**config.mk**
```make
export PLATFORM = sky130hd
export DESIGN_NAME = alu_sequencer
export DESIGN_NICKNAME = d
export VERILOG_FILES = /design/src/rtl/alu_seq_pkg.sv /design/src/rtl/alu_seq_regfile.sv /design/src/rtl/alu_sequencer.sv
export SDC_FILE = /design/constraint.sdc
export NUM_CORES = 1
export LEC_CHECK = 0
export ABC_AREA = 1
export ABC_CLOCK_PERIOD_IN_PS = 4900
export BUFFER_PORTS_ARGS = -buffer_cell sky130_fd_sc_hd__buf_4
export CORE_MARGIN = 5
export CORE_UTILIZATION = 25
export CTS_CLUSTER_DIAMETER = 60
export DETAILED_ROUTE_END_ITERATION = 8
export PLACE_DENSITY = 0.4
export REMOVE_ABC_BUFFERS = 1
export SLEW_MARGIN = 10
export SYNTH_ARGS = -nofsm -noshare
export SYNTH_HDL_FRONTEND = slang
export SYNTH_SLANG_ARGS = --single-unit
```
**constraint.sdc**
```tcl
create_clock -name clk -period 4.9 [get_ports clk]
set_clock_uncertainty 0.15 [all_clocks]
set_input_delay 0.49 -clock clk [delete_from_list [all_inputs] [get_ports clk]]
set_output_delay 0.49 -clock clk [all_outputs]
set_load 0.005 [all_outputs]
```
**src/rtl/alu_seq_pkg.sv**
```systemverilog
// Shared types for the ALU command sequencer: FSM states, command opcodes, ALU selops.
// SUB support is compiled in only when ALU_SEQ_SUB_EN is defined.
package alu_seq_pkg;

  typedef enum logic [1:0] {
    S_IDLE = 2'd0,
    S_EXEC = 2'd1,
    S_SUB2 = 2'd2,
    S_RESP = 2'd3
  } state_e;

  // Opcodes 0xxx pass xxx straight to the ALU; only these two are special.
  typedef enum logic [3:0] {
    OP_SUB = 4'b1000,
    OP_LDI = 4'b1001
  } op_e;

  typedef enum logic [2:0] {
    SEL_PASSB = 3'd0,
    SEL_AND   = 3'd1,
    SEL_OR    = 3'd2,
    SEL_XOR   = 3'd3,
    SEL_NOTA  = 3'd4,
    SEL_ADD   = 3'd5,
    SEL_INCA  = 3'd6,
    SEL_NEGB  = 3'd7
  } sel_e;

  function automatic logic is_alu_op(input logic [3:0] op);
    return ~op[3];
  endfunction

endpackage

```
**src/rtl/alu_seq_regfile.sv**
```systemverilog
// Four-entry register file: two combinational read ports, one synchronous write port.
// Synchronous active-high reset clears every entry.
module alu_seq_regfile #(
  parameter int N = 8
) (
  input  logic         clk_i,
  input  logic         rst_i,
  input  logic [1:0]   ra_addr_i,
  output logic [N-1:0] ra_data_o,
  input  logic [1:0]   rb_addr_i,
  output logic [N-1:0] rb_data_o,
  input  logic         we_i,
  input  logic [1:0]   wa_i,
  input  logic [N-1:0] wd_i
);

  logic [N-1:0] regs_q [4];

  always_ff @(posedge clk_i) begin
    if (rst_i) begin
      for (int i = 0; i < 4; i++) regs_q[i] <= '0;
    end else if (we_i) begin
      regs_q[wa_i] <= wd_i;
    end
  end

  assign ra_data_o = regs_q[ra_addr_i];
  assign rb_data_o = regs_q[rb_addr_i];

endmodule

```
**src/rtl/alu_sequencer.sv**
```systemverilog
// Sequences single commands through an external ALU, one in flight at a time.
// Define ALU_SEQ_SUB_EN to build the two-pass SUB (negate, then add) path.
//
// state  | meaning
// S_IDLE | waiting for a command, cmd_ready high
// S_EXEC | drive ALU with R[rd]/R[rs] (or -R[rs] for SUB), capture result
// S_SUB2 | SUB second pass: R[rd] + T
// S_RESP | hold response until rsp_ready
module alu_sequencer
  import alu_seq_pkg::*;
#(
  parameter int N = 8
) (
  input  logic         clk,
  input  logic         rst,
  input  logic         cmd_valid,
  output logic         cmd_ready,
  input  logic [3:0]   cmd_op,
  input  logic [1:0]   cmd_rd,
  input  logic [1:0]   cmd_rs,
  input  logic [N-1:0] cmd_imm,
  output logic [N-1:0] alu_dataa,
  output logic [N-1:0] alu_datab,
  output logic [2:0]   alu_selop,
  input  logic [N-1:0] alu_result,
  input  logic         alu_cout,
  output logic         rsp_valid,
  input  logic         rsp_ready,
  output logic [N-1:0] rsp_data,
  output logic         rsp_carry,
  output logic         rsp_err
);

  state_e       state_q, state_d;
  logic [3:0]   op_q;
  logic [1:0]   rd_q, rs_q;
  logic [N-1:0] imm_q;
  logic [N-1:0] rsp_data_q, rsp_data_d;
  logic         rsp_carry_q, rsp_carry_d;
  logic         rsp_err_q, rsp_err_d;
  logic [N-1:0] ra_data, rb_data;
  logic         rf_we;
  logic [N-1:0] rf_wd;
  logic         is_sub;
`ifdef ALU_SEQ_SUB_EN
  logic [N-1:0] t_q, t_d;
  assign is_sub = (op_q == OP_SUB);
`else
  assign is_sub = 1'b0;
`endif

  alu_seq_regfile #(.N(N)) u_regfile (
    .clk_i     (clk),
    .rst_i     (rst),
    .ra_addr_i (rd_q),
    .ra_data_o (ra_data),
    .rb_addr_i (rs_q),
    .rb_data_o (rb_data),
    .we_i      (rf_we),
    .wa_i      (rd_q),
    .wd_i      (rf_wd)
  );

  always_ff @(posedge clk) begin
    if (rst) state_q <= S_IDLE;
    else     state_q <= state_d;
  end

  always_comb begin
    state_d = state_q;
    case (state_q)
      S_IDLE: if (cmd_valid) state_d = S_EXEC;
      S_EXEC: state_d = is_sub ? S_SUB2 : S_RESP;
      S_SUB2: state_d = S_RESP;
      S_RESP: if (rsp_ready) state_d = S_IDLE;
      default: state_d = S_IDLE;
    endcase
  end

  always_comb begin
    cmd_ready   = 1'b0;
    rsp_valid   = 1'b0;
    alu_dataa   = '0;
    alu_datab   = '0;
    alu_selop   = SEL_PASSB;
    rf_we       = 1'b0;
    rf_wd       = alu_result;
    rsp_data_d  = rsp_data_q;
    rsp_carry_d = rsp_carry_q;
    rsp_err_d   = rsp_err_q;
`ifdef ALU_SEQ_SUB_EN
    t_d         = t_q;
`endif
    case (state_q)
      S_IDLE: cmd_ready = 1'b1;
      S_EXEC: begin
        if (is_alu_op(op_q)) begin
          alu_dataa   = ra_data;
          alu_datab   = rb_data;
          alu_selop   = op_q[2:0];
          rf_we       = 1'b1;
          rsp_data_d  = alu_result;
          rsp_carry_d = alu_cout;
          rsp_err_d   = 1'b0;
        end else if (op_q == OP_LDI) begin
          rf_we       = 1'b1;
          rf_wd       = imm_q;
          rsp_data_d  = imm_q;
          rsp_carry_d = 1'b0;
          rsp_err_d   = 1'b0;
        end
`ifdef ALU_SEQ_SUB_EN
        else if (op_q == OP_SUB) begin
          alu_datab = rb_data;
          alu_selop = SEL_NEGB;
          t_d       = alu_result;
        end
`endif
        else begin
          rsp_data_d  = '0;
          rsp_carry_d = 1'b0;
          rsp_err_d   = 1'b1;
        end
      end
`ifdef ALU_SEQ_SUB_EN
      S_SUB2: begin
        alu_dataa   = ra_data;
        alu_datab   = t_q;
        alu_selop   = SEL_ADD;
        rf_we       = 1'b1;
        rsp_data_d  = alu_result;
        rsp_carry_d = alu_cout;
        rsp_err_d   = 1'b0;
      end
`endif
      S_RESP: rsp_valid = 1'b1;
      default: ;
    endcase
  end

  always_ff @(posedge clk) begin
    if (rst) begin
      op_q  <= '0;
      rd_q  <= '0;
      rs_q  <= '0;
      imm_q <= '0;
    end else if (cmd_valid && state_q == S_IDLE) begin
      op_q  <= cmd_op;
      rd_q  <= cmd_rd;
      rs_q  <= cmd_rs;
      imm_q <= cmd_imm;
    end
  end

  always_ff @(posedge clk) begin
    if (rst) begin
      rsp_data_q  <= '0;
      rsp_carry_q <= 1'b0;
      rsp_err_q   <= 1'b0;
`ifdef ALU_SEQ_SUB_EN
      t_q         <= '0;
`endif
    end else begin
      rsp_data_q  <= rsp_data_d;
      rsp_carry_q <= rsp_carry_d;
      rsp_err_q   <= rsp_err_d;
`ifdef ALU_SEQ_SUB_EN
      t_q         <= t_d;
`endif
    end
  end

  assign rsp_data  = rsp_data_q;
  assign rsp_carry = rsp_carry_q;
  assign rsp_err   = rsp_err_q;

endmodule
```
==> metrics.md <==
| Metric | Value |
|---|---|
| Status | `complete, no violations` |
| Met3 track demand over resource | `3.111%` |
| Die W | `122.9 um` |
| Worst Hold Path EP | `rsp_carry` |
| Setup TNS | `0 ns` |
| Core area | `12,570 um^2` |
| Clock slew seen by the registers of the worst setup and hold paths | `0.05 ns` |
| Hold Path Class | `in -> reg` |
| DRT Wirelength | `8444 um` |
| Hold Path Stages | `2` |
| Via count | `2,608` |
| Core Util, Final | `32.32%` |
| Reg2Reg Capture Point | `u_regfile.regs_q[3][2]` |
| Post-CTS setup buffer count | `0` |
| Crit path launch type | `flip-flop` |
| Max Fanout on Critical Path | `20` |
| Drt wl/cell | `13.89 um` |
| Starting density of the core | `25.37%` |
| Max-cap violation count | `0` |
| Critical path's slowest cell | `nor2_1` |
| H-tree Lvls | `3` |
| Vias in the first global route | `2,529` |
| # clock sinks | `64` |
| Clock Path Buffers | `2` |
| Synth area leader | `edfxtp_1` |
| Lkg Pwr | `0.001709 uW` |
| Slowest stage delay, CP | `0.49 ns` |
| Setup violators final | `0` |
| Yosys cell types | `26` |
| Mapped Area | `3188 um^2` |
| Share of cells above drive strength 1 | `22.71%` |
| Number of routed nets with antenna violations | `0` |
| Total Routing Usage GR | `11.64%` |
| Hold path startpoint | `rst` |
| Chip height | `122.9 um` |
| Peak VDD IR | `0.1636 mV` |
| IO Port Bufs | `59` |
| Worst EP required | `4.70 ns` |
| FP Rows | `41` |
| Placed cell area | `3757 um^2` |
| CP arrival | `2.57 ns` |
| Fmax | `0.3615 GHz` |
| Drt first pass iters | `4` |
| Cells after Synth | `379` |
| Fillcell total | `1,341` |
| Global-route wire length before repair | `13,420 um` |
| Met1 GRT Util | `16.07%` |
| Critical Path, Cell by Cell | `inv_1, ha_1, inv_2, nor2_4, inv_2, nand2_8, nand2_2, nor2_1, nor2_1` |
| RSZ-0062 raised after global routing | `no` |
| Initial antenna violation count | `0` |
| Max-slew violations | `0` |
| Final period util | `56.45%` |
| Area grow syn2layout | `27.43%` |
| TritonCTS Buffers | `9` |
| Synthesized area per cell | `8.412 um^2` |
| Ports | `60` |
| Post-CTS Hold Buffers | `0` |
| Power per cell area | `429.6 nW/um^2` |
| Die area | `15,110 um^2` |
| Clk_lat worst skew | `0.32 ns` |
| Yosys warning total | `0` |
| CP Capture Type | `flip-flop` |
| Pwr Total | `1745 uW` |
| Gr ovfl total | `0` |
| Critical R2R Launch | `state_q[1]` |
| WS Path Type | `reg -> reg` |
| Routability cong. | `0.7755` |
| Antenna Cells | `0` |
| Slew @ Worst Pin | `0.9587 ns` |
| Main area contributors after synthesis | `edfxtp_1 30%, dfxtp_1 20%, nor2_1 7.5%, nand2_1 7.4%, o21ai_0 5.2%` |
| Seq/Total Area, Yosys | `50.24%` |
| R2R setup slack | `2.13 ns` |
| Largest net degree at the start of global routing | `34` |
| Final Hold Viols | `0` |
| Share of the synthesized area in the top cell type | `30.14%` |
| Remaining routing DRC violations | `0` |
| Post-CTS sizing | `0` |
| Final net count | `464` |
| Finished Cell Area | `4063 um^2` |
| Iter 0 DRT Violations | `169` |
| GRT busiest layer | `met2` |
| Min cycle time layout | `2.766 ns` |
| Worst R2R Path Depth | `9` |
| Register bit total from synthesis | `64` |
| CTS Root Cell | `clkbuf_16` |
| Post-DR vias/cell | `4.289` |
| Post-DP HPWL | `6365 um` |
| Rel. slew slack | `36.00%` |
| Met2 Use GR | `17.83%` |
| TritonCTS clock tree | `done` |
[cells by family (layout without fill, tap and decap cells)]
family	count (synthesis)	count (layout)	synth area share (%)
AOI/OAI and AO/OA	94	94	17.86
adders and majority gates	4	4	1.570
buffers and inverters	64	121	8.202
DFF	64	64	50.24
and+or+nand+nor	153	153	22.14
[power breakdown]
group	internal (uW)	switching [uW]	total, uW	leakage [uW]
combinational	152	219	372	0.000966
sequential	633	75.0	708	0.000594
clock	443	222	665	0.000148
total	1230	517	1750	0.00171
[state kept, by name, indices dropped and copies added, names as in the netlist, named ones only]
register,cells
rd_q,2
imm_q,8
rsp_err,1
op_q,4
rs_q,2
u_regfile.regs_q,32
rsp_data,8
state_q,2
rsp_carry,1
[area by class of cell]
| cell class | count | area (um^2) | share of cell area, % |
|---|---|---|---|
| Inverter | 46 | 172.7 | 4.250 |
| Sequential cell | 64 | 1602 | 39.42 |
| Clock buffer | 12 | 236.5 | 5.821 |
| Tap cell | 172 | 215.2 | 5.297 |
| Multi-Input combinational cell | 251 | 1325 | 32.61 |
| Clock inverter | 4 | 68.82 | 1.694 |
| Timing Repair Buffer | 59 | 442.9 | 10.90 |
[cell usage after synthesis, drive strengths merged]
master and instances:
a21boi 5, a21oi 39, buf 6, clkbuf 12, dfxtp 32, edfxtp 32, ha 4, inv 46
nand2 66, nand3 15, nand4 3, nor2 67, nor3 2, o211ai 16, o21ai 33, o22ai 1
[worst max path at each step]
stage,start,end,slack (ns),cells past startpoint
3_5_place_dp,state_q[1],u_regfile.regs_q[3][2],2.08,9
6_report,state_q[1],u_regfile.regs_q[3][2],2.13,9
2_1_floorplan,state_q[1],u_regfile.regs_q[3][0],2.56,9
5_1_grt,state_q[1],u_regfile.regs_q[3][6],1.85,9
4_1_cts,state_q[1],u_regfile.regs_q[3][3],2.07,9
3_3_place_gp,state_q[1],u_regfile.regs_q[3][2],2.16,9
[layer usage]
metal | up-vias | wire (um)
li1 | 1358 | -
met1 | 1182 | 4129
met2 | 59 | 3777
met3 | 9 | 424
met4 | 0 | 112
met5 | - | 0
[worst max-delay path: cells and delay by family (launching register included)]
family | cells | cell delay, ns
buf+inv | 3 | 0.72
simple gates | 5 | 0.94
flops | 1 | 0.37
fa+ha+maj | 1 | 0.23
[placed cells by master (no fill, tap or decap), drive strengths merged]
cell type   n
nand2      66
clkbuf     12
buf        59
a21oi      39
nor3        2
bufinv      2
o211ai     16
nor2       67
o21ai      33
inv        46
edfxtp     32
clkinv      2
dfxtp      32
a21boi      5
ha          4
nand4       3
nand3      15
o22ai       1
[stage by stage]
stage / hold WS, ns / worst slack, ns / instances
after floorplan: 0.3055 / 2.555 / 361
final: 0.2265 / 2.134 / 608
after detailed placement: 0.3249 / 2.081 / 592
after CTS: 0.2133 / 2.073 / 608
after global placement: 0.3300 / 2.161 / 592
after global routing: 0.2298 / 1.847 / 608
Note: power is estimated with default switching activity, not from simulation.
